`config.mk`:
```
export PLATFORM = sky130hd
export DESIGN_NAME = dbg_run_ctrl
export DESIGN_NICKNAME = d
export VERILOG_FILES = /design/src/rtl/dbg_pkg.sv /design/src/rtl/dbg_ch_fsm.sv /design/src/rtl/dbg_run_ctrl.sv
export SDC_FILE = /design/constraint.sdc
export NUM_CORES = 1
export LEC_CHECK = 0
export ABC_AREA = 1
export CORE_MARGIN = 1
export CORE_UTILIZATION = 35
export CTS_CLUSTER_SIZE = 30
export DETAILED_ROUTE_END_ITERATION = 8
export GPL_ROUTABILITY_DRIVEN = 0
export PLACE_DENSITY = 0.66
export SLEW_MARGIN = 20
export SYNTH_ARGS = -nofsm -noshare
export SYNTH_HDL_FRONTEND = slang
export SYNTH_SLANG_ARGS = --single-unit
```
`constraint.sdc`:
```
create_clock -name sys_clk -period 1.5 [get_ports sys_clk]
set_input_delay 0.225 -clock sys_clk [delete_from_list [all_inputs] [get_ports sys_clk]]
set_output_delay 0.225 -clock sys_clk [all_outputs]
set_load 0.02 [all_outputs]
```
`src/rtl/dbg_pkg.sv`:
```
// Shared command and channel-state encodings for debug run control.
// The 2-bit codes match the TAP instruction decode and must not be renumbered.
package dbg_pkg;

    typedef enum logic [1:0] {
        OP_NOP    = 2'b00,
        OP_HALT   = 2'b01,
        OP_STEP   = 2'b10,
        OP_RESUME = 2'b11
    } cmd_op_e;

    typedef enum logic [1:0] {
        ST_RUN  = 2'b00,
        ST_HALT = 2'b01,
        ST_STEP = 2'b10
    } ch_state_e;

endpackage

```
`src/rtl/dbg_ch_fsm.sv`:
```
// Per-channel RUN/HALT/STEP state machine with breakpoint edge detect and cause flag.
// Latency: request at t is visible on clk_en/halted at t+1; no backpressure, requests are pre-qualified.
module dbg_ch_fsm
    import dbg_pkg::*;
(
    input  logic sys_clk,
    input  logic reset,
    input  logic halt_req,
    input  logic step_req,
    input  logic resume_req,
    input  logic step_expire,
    input  logic bp_en,
    input  logic bp_hit,
    output logic clk_en,
    output logic halted,
    output logic stepping,
    output logic bp_cause,
    output logic step_bp_exit
);

    ch_state_e state;
    ch_state_e state_nxt;
    logic      bp_cause_nxt;
    logic      bp_prev;
    logic      bp_lvl;
    logic      bp_evt;

    // Only a rising edge halts, so a level still high after RESUME is harmless.
    assign bp_lvl = bp_hit & bp_en;
    assign bp_evt = bp_lvl & ~bp_prev;

    always_ff @(posedge sys_clk) begin
        if (reset) begin
            state    <= ST_RUN;
            bp_cause <= 1'b0;
            bp_prev  <= 1'b0;
            clk_en   <= 1'b1;
        end else begin
            state    <= state_nxt;
            bp_cause <= bp_cause_nxt;
            bp_prev  <= bp_lvl;
            clk_en   <= (state_nxt != ST_HALT);
        end
    end

    always_comb begin
        state_nxt    = state;
        bp_cause_nxt = bp_cause;
        unique case (state)
            ST_RUN: begin
                if (bp_evt) begin
                    state_nxt    = ST_HALT;
                    bp_cause_nxt = 1'b1;
                end else if (halt_req) begin
                    state_nxt = ST_HALT;
                end
            end
            ST_HALT: begin
                if (step_req) begin
                    state_nxt    = ST_STEP;
                    bp_cause_nxt = 1'b0;
                end else if (resume_req) begin
                    state_nxt    = ST_RUN;
                    bp_cause_nxt = 1'b0;
                end
            end
            ST_STEP: begin
                if (bp_evt) begin
                    state_nxt    = ST_HALT;
                    bp_cause_nxt = 1'b1;
                end else if (halt_req || step_expire) begin
                    state_nxt = ST_HALT;
                end
            end
            default: state_nxt = ST_HALT;
        endcase
    end

    always_comb begin
        halted       = (state == ST_HALT);
        stepping     = (state == ST_STEP);
        step_bp_exit = (state == ST_STEP) && bp_evt;
    end

endmodule

```
`src/rtl/dbg_run_ctrl.sv`:
```
// Multi-channel debug run control: per-channel clock enables, shared step counter, breakpoint halts.
// Latency: command at t takes effect at t+1; STEP/RESUME while a step is running are dropped with cmd_err.
module dbg_run_ctrl
    import dbg_pkg::*;
#(
    parameter int N_CH  = 4,
    parameter int CNT_W = 8
) (
    input  logic             sys_clk,
    input  logic             reset,
    input  logic             cmd_valid,
    input  logic [1:0]       cmd_op,
    input  logic [N_CH-1:0]  cmd_mask,
    input  logic [CNT_W-1:0] step_cnt,
    input  logic [N_CH-1:0]  bp_en,
    input  logic [N_CH-1:0]  bp_hit,
    output logic [N_CH-1:0]  clk_en,
    output logic [N_CH-1:0]  halted,
    output logic [N_CH-1:0]  bp_cause,
    output logic             step_done,
    output logic             cmd_ready,
    output logic             cmd_err
);

    cmd_op_e          op;
    logic [N_CH-1:0]  halt_sel;
    logic [N_CH-1:0]  step_sel;
    logic [N_CH-1:0]  resume_sel;
    logic [N_CH-1:0]  stepping;
    logic [N_CH-1:0]  step_bp_exit;
    logic [N_CH-1:0]  survivors;
    logic [CNT_W-1:0] cnt_q;
    logic             any_step;
    logic             is_step;
    logic             is_resume;
    logic             step_acc;
    logic             resume_acc;
    logic             expire;
    logic             step_end;
    logic             bp_seen;
    logic             err_nxt;
    logic             done_nxt;

    assign op        = cmd_op_e'(cmd_op);
    assign any_step  = |stepping;
    assign cmd_ready = ~any_step;

    assign is_step    = cmd_valid && (op == OP_STEP);
    assign is_resume  = cmd_valid && (op == OP_RESUME);
    assign step_acc   = is_step   && cmd_ready && |(cmd_mask & halted);
    assign resume_acc = is_resume && cmd_ready && |(cmd_mask & halted);
    assign err_nxt    = (is_step && !step_acc) || (is_resume && !resume_acc);

    assign halt_sel   = (cmd_valid && (op == OP_HALT)) ? cmd_mask : '0;
    assign step_sel   = step_acc   ? cmd_mask : '0;
    assign resume_sel = resume_acc ? cmd_mask : '0;

    // Channels still stepping after this cycle's breakpoint exits and HALT aborts.
    assign survivors = stepping & ~step_bp_exit & ~halt_sel;
    assign expire    = any_step && (cnt_q == CNT_W'(1));
    assign step_end  = any_step && (expire || (survivors == '0));
    // A step ended purely by HALT aborts reports no completion.
    assign done_nxt  = step_end && ((|survivors) || bp_seen || (|step_bp_exit));

    always_ff @(posedge sys_clk) begin
        if (reset) begin
            cnt_q     <= '0;
            bp_seen   <= 1'b0;
            step_done <= 1'b0;
            cmd_err   <= 1'b0;
        end else begin
            if (step_acc) begin
                cnt_q <= (step_cnt == '0) ? CNT_W'(1) : step_cnt;
            end else if (step_end) begin
                cnt_q <= '0;
            end else if (any_step) begin
                cnt_q <= cnt_q - CNT_W'(1);
            end
            bp_seen   <= step_end ? 1'b0 : (bp_seen | (|step_bp_exit));
            step_done <= done_nxt;
            cmd_err   <= err_nxt;
        end
    end

    for (genvar i = 0; i < N_CH; i++) begin : g_ch
        dbg_ch_fsm u_fsm (
            .sys_clk      (sys_clk),
            .reset        (reset),
            .halt_req     (halt_sel[i]),
            .step_req     (step_sel[i]),
            .resume_req   (resume_sel[i]),
            .step_expire  (expire),
            .bp_en        (bp_en[i]),
            .bp_hit       (bp_hit[i]),
            .clk_en       (clk_en[i]),
            .halted       (halted[i]),
            .stepping     (stepping[i]),
            .bp_cause     (bp_cause[i]),
            .step_bp_exit (step_bp_exit[i])
        );
    end

endmodule

```
==> flow_summary_export.csv, run 1 <==
group,metric,value,unit
grt,grt_pass1_vias,1642,
worst_setup_path,cp_num_buf_inv,2,
yosys,synthArstFlopShare,0,%
final_layout,synthToLayoutAreaGrowth,49.4,%
worst_setup_path,crit_path_cell_trace,"clkdlybuf4s50_1 > nand3_1 > nand2_2 > nor2_4 > buf_4 > o21bai_4 > nor2_1 > nor2_1 > a21oi_1",
pwr,cellLeakagePower,0.00126,uW
pwr,pwr_density_cell,726,mW/mm^2
status,status,"finished, violations left",
worst_setup_path,cp_data_required_time,1.67,ns
placed_design,dp_hpwl,3.31,mm
worst_setup_path,worst_setup_path_start_kind,"primary input",
detailed_routing,drt-total-wl,4.59,mm
yosys,ys_warn_count,0,
timing,period_share,101,%
timing,rsz0062_at_grt,"true",
clocking,cts_tree,"yes",
final_layout,drive_gt1_share,32.9,%
yosys,synth_top_area_share,34.6,%
worst_setup_path,worst-setup-path-type,"in2reg",
clocking,clockRootBuffer,"clkbuf_8",
clocking,cts-buffers-inserted,5,
detailed_routing,drc,0,
status,violations,"negative setup slack",
worst_setup_path,crit_top_cell,"nor2_1",
worst_setup_path,critPathArrivalTime,1.68,ns
die,fp.dieW,73.6,microns
worst_setup_path,worst-path-stages,9,
yosys,synth_ff_type,"dfxtp_1",
yosys,netlist_top_cells_count,"56 x nor2_1, 49 x nand2_1, 34 x inv_1",
yosys,synthTopCellsByArea,"dfxtp_1 35%, nor2_1 12%, nand2_1 10%",
yosys,yosysUniqueCellTypes,29,
detailed_routing,wl_per_cell,11.1,microns
clocking,clk_latency,0.28,ns
final_layout,fillCellCount,476,
timing,fmax,662,MHz
job,drv_cap,0,
yosys,yosysTopAreaCell,"dfxtp_1",
final_layout,layout.nets,374,
die,start_util,37.2,%
die,placement_rows,25,
yosys,ys_seq_area_share,34.6,%
timing,drv_slew,0,
worst_setup_path,slowest_stage,"clkdlybuf4s50_1",
yosys,synth_area,0.00179,sq mm
timing,finalWorstSetupSlack,-0.0109,ns
yosys,syn_nets,304,
timing,finalSetupViolations,2,
timing,finClkSkew,0.00555,ns
yosys,synthesis.instances,277,
timing,period_minus_slack,1.51,ns
detailed_routing,drt_iter0_markers,69,
final_layout,register_area,629,sq um
worst_setup_path,r2r_cells,12,
final_layout,multi_input_area,0.00103,sq mm
hold_path,hp-class,"in2reg",
detailed_routing,vias,1879,
grt,grt_max_degree,20,
timing,hold_violations,0,
yosys,syn_area_per_cell,6.47,sq um
clocking,cts.htree.levels,2,
clocking,cts_buffer_depth,2,
grt,overflow,0,
worst_setup_path,critPathMaxFanout,8,
detailed_routing,drt-pass1-iter-count,6,
final_layout,final_util,55.6,%
hold_path,worstHoldPathCells,5,
clocking,ctsHoldBuffers,0,
die,boundaryPins,40,
die,fp.coreArea,0.00482,sq mm
grt,grt_use_total,17.9,%
detailed_routing,post_drt_via_cell_ratio,4.55,
timing,slew_headroom,82.0,%
grt,antenna_found_initial,0,
clocking,cts_sinks,31,
die,die_y,73.6,microns
grt,grt_pass1_wl,7.27,mm
yosys,synth.most_common_cell,"nor2_1",
yosys,synth_edf_count,0,
timing,whs,0.459,ns
worst_setup_path,crit_family,"buffers and inverters",
pwr,vdd_drop_max,421,uV
clocking,clk_pin_slew,0.06,ns
detailed_routing,ant_nets,0,
worst_setup_path,critical_path.max_stage_delay,0.50,ns
worst_setup_path,endpoint_kind,"flip-flop",
final_layout,antenna_cells,0,
timing,tns,-0.0145,ns
die,die-area,0.00541,sq mm
timing,tightest_slew,0.267,ns
placed_design,io_buffer_count,39,
yosys,ys_ff_latch,31,
metrics by stage:
stage | instances | total power, uW | setup slack (ns) | area, sq um
2_1_floorplan | 277 | 1140 | 0.253 | 1790
3_3_place_gp | 404 | 1320 | -0.354 | 2430
3_5_place_dp | 404 | 1330 | -0.342 | 2430
4_1_cts | 411 | 1930 | 0.00169 | 2550
5_1_grt | 413 | 2040 | -0.104 | 2680
6_report | 413 | 1940 | -0.0109 | 2680
sequential cells by signal, summed over array words and instances (netlist names):
register and count:
g_ch.u_fsm.clk_en 4, g_ch.u_fsm.bp_cause 4, cnt_q 8, cmd_err 1, g_ch.u_fsm.bp_prev 4, bp_seen 1, g_ch.u_fsm.state 8, step_done 1
path summary, 6_finish.rpt:
check                                 startpoint                                  end  slack [ns]
min reg2reg  g_ch[0].u_fsm.bp_cause$_SDFFE_PP0P_  g_ch[0].u_fsm.bp_cause$_SDFFE_PP0P_        0.47
max reg2reg    g_ch[0].u_fsm.state[0]$_SDFF_PP0_                cnt_q[2]$_SDFFE_PP0P_           0
min                                    cmd_valid                   cmd_err$_SDFF_PP0_        0.46
max                                  cmd_mask[1]                cnt_q[4]$_SDFFE_PP0P_       -0.01
tightest hold or removal path: cells and delay by family:
kind	cells	cell delay [ns]
AND/OR/NAND/NOR	1	0.09
buffers and inverters	3	0.35
AO/OA/AOI/OAI	1	0.03
final cells by class:
cell class / instances / area share, %
inverters: 47 / 6.68
well taps: 67 / 3.13
repair buffers: 78 / 25.6
flip-flops and latches: 31 / 23.5
multi-input cells: 184 / 38.3
clock buffers: 6 / 2.71
per-layer routing:
layer	track usage, %	part of all wire [%]	routed length (microns)	up-vias
met1	24.2	47	2160	833
met5	0	0	0	-
met2	27.1	46	2130	55
li1	-	-	-	984
met3	3.70	5.1	232	7
met4	8.33	1.5	69	0
cell families (layout without fill, tap and decap cells):
kind of cell	after synthesis	after routing	share of synthesized area (%)
and+or+nand+nor	150	151	37.5
buffers and inverters	63	131	16.2
DFF	31	31	34.6
AOI/OAI and AO/OA	28	28	8.79
xor gates and xnor gates	3	3	1.47
adders and majority gates	2	2	1.40
cell usage in the layout, fill, tap and decap left out, types with 11 or more instances in the layout:
cell and instances:
nor2_1 49, nand2_1 37, buf_4 37, inv_1 33, clkdlybuf4s50_1 32, dfxtp_1 24, inv_2 13, nand2_2 13
a21oi_1 13, nand3_1 12, nor2_2 11
report_power, final:
group	leakage, uW	total (uW)	internal [uW]	switching (uW)
Combinational	0.000970	466	228	237
Clock	0.0000371	596	308	288
Sequential	0.000256	882	865	17.4
Total	0.00126	1940	1400	543
what timing repair did:
action                                  4_1_cts  5_1_grt
resized for setup                            23       39
endpoints found under the setup margin       24       25
pin swaps                                     7       18
gates cloned                                  1        0
setup buffers                                 0        3
(Power assumes the default switching activity.)
==> run 2, diff against run 1 <==
CTS_CLUSTER_DIAMETER = 100   (was not set)
==> results of run 2 <==
No change in the layout: final DEF, timing and power equal those of run 1.
==> run 3, diff against run 2 <==
CORE_MARGIN = not set   (was 1)
==> results of run 3 <==
No change in the layout: final DEF, timing and power equal those of run 1.
